===== config.mk =====
export PLATFORM = sky130hd
export DESIGN_NAME = sampler_trig_ctrl
export DESIGN_NICKNAME = d
export VERILOG_FILES = /design/src/rtl/sampler_trig_ctrl.sv
export SDC_FILE = /design/constraint.sdc
export NUM_CORES = 1
export LEC_CHECK = 0
export BUFFER_PORTS_ARGS = -buffer_cell sky130_fd_sc_hd__buf_2
export CORE_UTILIZATION = 35
export CTS_BUF_LIST = sky130_fd_sc_hd__clkbuf_16
export CTS_CLUSTER_DIAMETER = 100
export DETAILED_ROUTE_END_ITERATION = 16
export PLACE_DENSITY = 0.64
export RECOVER_POWER = 50
export SETUP_SLACK_MARGIN = 0.02
export SLEW_MARGIN = 20
export SYNTH_ARGS = -nofsm -noshare
export SYNTH_HDL_FRONTEND = slang
export SYNTH_SLANG_ARGS = --single-unit
export TNS_END_PERCENT = 5

===== constraint.sdc =====
create_clock -name sample_clk -period 3.65 [get_ports sample_clk]
set_input_delay 0.365 -clock sample_clk [delete_from_list [all_inputs] [get_ports sample_clk]]
set_output_delay 0.365 -clock sample_clk [all_outputs]
set_load 0.02 [all_outputs]

===== src/rtl/sampler_trig_ctrl.sv =====
// rtl/sampler_trig_ctrl.sv - sampler start/stop controller with link gating, pattern trigger and length limit
module sampler_trig_ctrl #(
  parameter int CHANNEL     = 16,
  parameter int DATA_BITS   = 16,
  parameter int SEL_BITS    = 4,
  parameter int COUNT_BITS  = 32,
  parameter int SYNC_STAGES = 2
) (
  input  logic                           sample_clk,
  input  logic                           sample_clk_rstn,
  input  logic                           start_sample,
  input  logic                           stop_sample,
  input  logic                           link_ready,
  input  logic [1:0]                     mode,
  input  logic [SEL_BITS-1:0]            trig_sel,
  input  logic [DATA_BITS-1:0]           trig_mask,
  input  logic [DATA_BITS-1:0]           trig_value,
  input  logic                           trig_edge,
  input  logic [COUNT_BITS-1:0]          capture_len,
  input  logic [DATA_BITS*CHANNEL-1:0]   data_in,
  output logic                           running,
  output logic                           begin_of_sample,
  output logic                           trig_seen,
  output logic                           done,
  output logic [COUNT_BITS-1:0]          sample_count
);

  typedef enum logic [2:0] {
    IDLE      = 3'd0,
    WAIT_LINK = 3'd1,
    WAIT_TRIG = 3'd2,
    RUN       = 3'd3,
    DONE      = 3'd4
  } state_t;

  localparam logic [SEL_BITS:0] CHAN_L = (SEL_BITS+1)'(CHANNEL);

  state_t                  state, state_next;
  logic [SYNC_STAGES-1:0]  sync_q;
  logic                    link_sync;
  logic [1:0]              mode_q;
  logic [COUNT_BITS-1:0]   len_q;
  logic [DATA_BITS-1:0]    word;
  logic                    sel_valid;
  logic                    match_d, match_q, match_p;
  logic                    hit;
  logic                    arm;
  logic                    len_hit;

  always_ff @(posedge sample_clk or negedge sample_clk_rstn) begin
    if (!sample_clk_rstn) sync_q <= '0;
    else                  sync_q <= {sync_q[SYNC_STAGES-2:0], link_ready};
  end
  assign link_sync = sync_q[SYNC_STAGES-1];

  // Out-of-range selects leave word at zero; sel_valid suppresses the match.
  always_comb begin
    word = '0;
    for (int k = 0; k < CHANNEL; k++) begin
      if (trig_sel == SEL_BITS'(k)) word = data_in[k*DATA_BITS +: DATA_BITS];
    end
  end
  assign sel_valid = ({1'b0, trig_sel} < CHAN_L);
  assign match_d   = sel_valid && (((word ^ trig_value) & trig_mask) == '0);

  always_ff @(posedge sample_clk or negedge sample_clk_rstn) begin
    if (!sample_clk_rstn) begin
      match_q <= 1'b0;
      match_p <= 1'b0;
    end else begin
      match_q <= match_d;
      match_p <= match_q;
    end
  end
  assign hit = trig_edge ? (match_q && !match_p) : match_q;

  assign arm     = ((state == IDLE) || (state == DONE)) && start_sample && !stop_sample;
  assign len_hit = mode_q[1] && (len_q != '0) && (sample_count == len_q - COUNT_BITS'(1));

  always_ff @(posedge sample_clk or negedge sample_clk_rstn) begin
    if (!sample_clk_rstn) state <= IDLE;
    else                  state <= state_next;
  end

  always_comb begin
    state_next = state;
    if (stop_sample) begin
      state_next = IDLE;
    end else begin
      case (state)
        IDLE:      if (start_sample) state_next = WAIT_LINK;
        WAIT_LINK: if (link_sync)    state_next = mode_q[0] ? WAIT_TRIG : RUN;
        WAIT_TRIG: if (hit)          state_next = RUN;
        RUN:       if (len_hit)      state_next = DONE;
        DONE:      if (start_sample) state_next = WAIT_LINK;
        default:                     state_next = IDLE;
      endcase
    end
  end

  always_comb begin
    running         = (state == RUN);
    begin_of_sample = (state == WAIT_LINK) || (state == WAIT_TRIG);
    done            = (state == DONE);
  end

  // Run configuration is frozen at arm time so mid-capture input changes are ignored.
  always_ff @(posedge sample_clk or negedge sample_clk_rstn) begin
    if (!sample_clk_rstn) begin
      mode_q       <= '0;
      len_q        <= '0;
      sample_count <= '0;
      trig_seen    <= 1'b0;
    end else if (arm) begin
      mode_q       <= mode;
      len_q        <= capture_len;
      sample_count <= '0;
      trig_seen    <= 1'b0;
    end else begin
      if ((state == RUN) && (sample_count != '1))
        sample_count <= sample_count + COUNT_BITS'(1);
      if ((state == WAIT_TRIG) && (state_next == RUN))
        trig_seen <= 1'b1;
    end
  end

endmodule


# --- Yosys cells after proc, flatten, opt, wreduce, memory -nomap -nowiden ---
# Cells that the tools add are included.
totals:
  ff_bits: 74
  output_inout_bits: 36
  word_cells: 80
  input_bits: 332
op_classes:
  reduce_logical: 18
  muxes: 28
  add_sub_neg: 2
  eq_ne: 22
  bitwise_logic: 2
op_table:
  columns: ["cell", "count"]
  rows:
  - ["16-bit 2-to-1 mux", 16]
  - ["32-bit 2-to-1 mux", 2]
  - ["32-bit by 1-bit adder with 32-bit output, second input constant", 1]
  - ["32-bit == test", 1]
  - ["4-bit == test, second input constant", 8]
  - ["32-bit inequality test, second input constant", 1]
  - ["32-bit nonzero test", 1]
  - ["32-bit by 1-bit subtractor with 32-bit output, second input constant", 1]
  - ["16-bit bitwise AND", 1]
  - ["4-bit by 3-bit == test with 1-bit output, second input constant", 4]
  - ["16-bit zero test", 1]
  - ["16-bit bitwise XOR", 1]
  - ["3-bit 2-to-1 mux", 5]
  - ["3-bit case mux with 4 select lines", 1]
  - ["3-bit by 2-bit == test with 1-bit output, second input constant", 3]
  - ["4-bit by 2-bit == test with 1-bit output, second input constant", 2]
  - ["1-bit logical AND", 7]
  - ["4-bit by 1-bit == test with 1-bit output, second input constant", 1]
  - ["4-bit zero test", 1]
  - ["1-bit 2-to-1 mux", 4]
  - ["2-bit nonzero test", 2]
  - ["3-bit by 1-bit == test with 1-bit output, second input constant", 1]
  - ["3-bit == test, second input constant", 1]
  - ["3-bit zero test", 1]
  - ["other kinds (3)", 5]

# --- Longest topological paths before layout ---
logic_depth:
  word_depth: 20
  mapped_depth: 13

# --- Worst setup path after synthesis ---
# OpenSTA, ideal clock, no wires.
synth_path:
  path_type: "in2reg"
  start: "in trig_sel[0]"
  end: "reg match_q"
  t_required_ns: 3.554
  t_arrival_ns: 2.601
  cell_stages: 11
  setup_slack_ns: 0.953
  cell_sequence: "buf_4 > buf_6 > buf_4 > buf_4 > o21ai_0 > a21oi_1 > a2111oi_0 > mux2i_1 > nand4_1 > or4_1 > nor4_2"
synth_between:
  elab_chain_cells: 20
synth_lines:
  columns: ["element", "line_no", "text"]
  rows:
  - ["start: declaration", "15", "input logic [SEL_BITS-1:0] trig_sel,"]
  - ["4-bit zero test", "60", "if (trig_sel == SEL_BITS'(k)) word = data_in[k*DATA_BITS +: DATA_BITS];"]
  - ["16-bit 2-to-1 mux (15 in series)", "60", null]
  - ["16-bit 2-to-1 mux *", "60", null]
  - ["16-bit bitwise XOR *", "64", "assign match_d = sel_valid && (((word ^ trig_value) & trig_mask) == '0);"]
  - ["16-bit bitwise AND *", "64", null]
  - ["16-bit zero test *", "64", null]
  - ["net match_d", "45", "logic match_d, match_q, match_p;"]
  - ["end signal: assignment", "71", "match_q <= match_d;"]
  - ["end: declaration", "45", null]
# The timed path passes the listed nets; every way through them passes the cells marked *.
# A chain may end at the register's enable or synchronous reset.

# --- Final worst setup path ---
layout_path:
  start: "reg len_q[18]"
  end: "reg state[2]"
layout_between:
  elab_chain_cells: 6
layout_lines:
  columns: ["element", "line_no", "text"]
  rows:
  - ["start: declaration", "42", "logic [COUNT_BITS-1:0] len_q;"]
  - ["start signal: assignment", "116", "len_q <= capture_len;"]
  - ["32-bit by 1-bit subtractor with 32-bit output or 32-bit nonzero test (tied branches)", "78", "assign len_hit = mode_q[1] && (len_q != '0) && (sample_count == len_q - COUNT_BITS'(1));"]
  - ["32-bit == test or 1-bit logical AND (tied branches)", "78", null]
  - ["1-bit logical AND *", "78", null]
  - ["3-bit 2-to-1 mux *", "94", "RUN: if (len_hit) state_next = DONE;"]
  - ["3-bit case mux with 4 select lines *", "90", "case (state)"]
  - ["3-bit 2-to-1 mux *", "87", "if (stop_sample) begin"]
  - ["net state_next[2]", "38", "state_t state, state_next;"]
  - ["end signal: assignment", "82", "else state <= state_next;"]
  - ["end: declaration", "38", null]
# Marks and branches as above.

==> results.cfg <==
[logic_synthesis]
async_flop_share_pct = 100
postSynthCellCount = 927
dominantRegCellSynth = dfrtp_1
synth.net_count = 1262
yosysWarningCount = 0
syn_area_per_cell_um2 = 8.47
synth_cell_types = 89
synth_area_mm2 = 0.00785
seq_area_frac_synth_pct = 23.6
ys_ff_latch = 74
synth-edff-count = 0

[timing]
worst_slack_ps = 537
finalSetupTns_ps = 0
fmax_ghz = 0.321
timing.final.crit_share_pct = 85.3
hold_viol_final = 0
slew-limit-headroom_pct = -24.7
setup-violations-final = 0
skew_ps = 7.31
final_max_slew_viol_count = 75
period_minus_slack_ps = 3110
rsz0062_at_grt = false
worst_pin_slew_ps = 1870

[pwr]
cellPowerDensity_mw_per_mm2 = 321
clkPwrFrac_pct = 30.5
power_leakage_uw = 0.00459
ir_drop_mv = 0.225
p_int_uw = 2160
switchingPower_uw = 1150
switching_share_pct = 34.8
comb_power_share_pct = 35.8
p_seq_share_pct = 33.7

[min_path]
holdCritStartpoint = link_ready
hp-class = in2reg
hold_end = sync_q[0]
hold_depth = 1

[critical_path]
reg2reg_slack_ps = 540
end_kind = flop
r2r-start = len_q[18]
critPathKind = reg2reg
crit_start = len_q[18]
worstPathArrival_ps = 3390
worstPathRequired_ps = 3920
reg2reg_depth = 8
timing.rr.end = state[2]
startpoint_type = flop
critPathMaxFanout = 7

[clock_tree]
cts_sinks = 74
ctsHoldBuffers = 0
cts_resized = 0
clk_latency_ps = 340
clockBufferDepth = 2
cts_root_buffer = clkbuf_16
numCtsBuffers = 9
cts_htree_levels = 3
cts_tree = done
path_clk_slew_ps = 60
cts_setup_buffers = 0

[grt]
grt_use_total_pct = 33.0
grtUsageMet1_pct = 43.1
met2_usage_pct = 55.1
grt_max_degree = 75
grtUsageMet3_pct = 5.39
grt_pass1_vias = 9144
gr-total-overflow = 0
antenna_found_initial = 2
grt_pass1_wl_um = 55800
grt.busiest_layer = met2

[floorplan]
core_area_mm2 = 0.0219
rows = 54
io_pins = 368
initial_core_util_pct = 35.9
chipHeight_um = 152
dieArea_mm2 = 0.0230
die_x_um = 152

[drt]
routed_wl_um = 38300
num_vias = 9299
drc = 0
avgRoutedWirePerCell_um = 24.5
drtPass1Iterations = 5
avgViaCountPerCell = 5.95
drt-initial-drc-count = 674
detail-route-antenna-nets = 0

[place]
pre_cts_slack_ps = 303
dp_hpwl_um = 31900
port_buffers = 367
place_congestion = 1.05

[outcome]
violations = capacitance limit, slew limit
status = complete, but fails checks

[final_layout]
drive_above_1_share_pct = 38.6
fill_cells = 2230
nNetsFinal = 1611
final_core_util_pct = 47.1
syn_to_final_growth_pct = 31.3

[job]
cap_violations = 1
registers in the layout (all words and copies together) (netlist names):
register and flops:
len_q 32, mode_q 2, trig_seen 1, state 3
match_q 1, sync_q 2, sample_count 32, match_p 1
layer usage:
layer / part of all wire, % / vias to the layer above / wire length, um
li1: - / 4229 / -
met1: 42 / 4518 / 16200
met2: 47 / 491 / 18000
met3: 7.9 / 61 / 3020
met4: 3.0 / 0 / 1140
met5: 0 / - / 0
stage by stage:
stage / hold WS (ps) / cell area [um2] / power (uW) / cells
after floorplan: 69.4 / 7850 / 1800 / 927
after global placement: 334 / 9980 / 2280 / 1545
after detailed placement: 340 / 9980 / 2290 / 1545
after CTS: 115 / 10300 / 3310 / 1561
after global routing: 123 / 10300 / 3470 / 1563
final: 124 / 10300 / 3310 / 1564
cells in the final DEF (no fill, tap or decap), drive strengths merged, types with 14 or more instances in the layout:
master / count
buf: 393
nor2: 80
dfrtp: 74
nand2: 61
mux2: 53
a21oi: 43
xnor2: 42
mux2i: 40
nand3: 33
o21ai: 32
xor2: 27
nor3: 26
clkbuf: 25
nand4: 20
nor2b: 20
inv: 19
nand2b: 17
nor4: 17
a31oi: 16
and3: 14
a22oi: 14
worst max path at each step:
| stage | endpoint | slack, ps |
|---|---|---|
| CTS | state[2] | 570 |
| finish | state[2] | 540 |
| detailed placement | match_q | 300 |
| global placement | match_q | 390 |
| global route | state[2] | 380 |
| floorplan | match_q | 950 |
critical path, cell delays in order (launching register included):
cell,delay [ps]
dfrtp_1,470
or4_1,640
nor3_1,440
nand4_1,280
xor2_1,210
a21oi_1,150
a21oi_1,100
nor4_2,500
a22o_1,260
cell usage after synthesis (5+ instances only):
master,count,area share [%]
xnor2_1,42,4.7
mux2_2,51,7.3
nand3_1,32,2.0
a22o_1,5,0.56
buf_2,21,1.3
and3_1,14,1.1
a31oi_1,16,1.3
and2_1,11,0.88
o22ai_1,13,1.0
a211oi_1,12,1.1
nand4_1,20,1.6
nand2b_1,17,1.4
o221ai_1,6,0.67
buf_6,10,1.4
or4_1,8,0.77
a22oi_1,14,1.3
nand2_1,60,2.9
a32o_1,5,0.64
or3_1,7,0.56
or2_2,5,0.40
mux2i_1,40,5.1
clkbuf_1,30,1.4
inv_1,15,0.72
o21ai_0,31,2.0
nor3b_1,9,0.86
a221oi_1,6,0.67
dfrtp_1,74,24
o32ai_1,5,0.56
nor2b_1,20,1.6
and4b_1,6,0.77
nor4_1,11,0.88
xor2_1,27,3.0
nor3_1,25,1.6
nor4b_1,6,0.67
and4_1,5,0.56
a32oi_1,8,0.89
a21oi_1,43,2.7
o211ai_1,10,0.96
nor2_1,80,3.8
mux4_2,10,2.9
area by class of cell:
cell class | instances | area (um2) | area share (%)
Timing Repair Buffer | 409 | 2180 | 21.2
Antenna cell | 3 | 7.51 | 0.0729
Clock buffer | 9 | 225 | 2.19
Multi-Input combinational cell | 765 | 5510 | 53.5
Tap cell | 280 | 350 | 3.40
Inverter | 17 | 63.8 | 0.619
Sequential cell | 74 | 1850 | 18.0
Clock inverter | 7 | 110 | 1.07
power groups by stage:
| stage | Clock [uW] | Sequential, uW | Combinational [uW] |
|---|---|---|---|
| 2_1_floorplan | 0 | 1050 | 754 |
| 3_3_place_gp | 0 | 1120 | 1160 |
| 3_5_place_dp | 0 | 1130 | 1160 |
| 4_1_cts | 1020 | 1110 | 1170 |
| 5_1_grt | 1060 | 1140 | 1270 |
| 6_report | 1010 | 1120 | 1180 |
cells by family (layout without fill, tap and decap cells):
kind of cell | Yosys count | count (layout) | share of synthesized area, %
fa+ha+maj | 3 | 3 | 0.478
other cells | 0 | 3 | 0
compound gates | 228 | 228 | 20.5
flops | 74 | 74 | 23.6
simple gates | 362 | 362 | 25.9
buf+inv | 88 | 442 | 6.26
mux | 103 | 103 | 15.6
xor+xnor | 69 | 69 | 7.70
(Power assumes the default switching activity.)
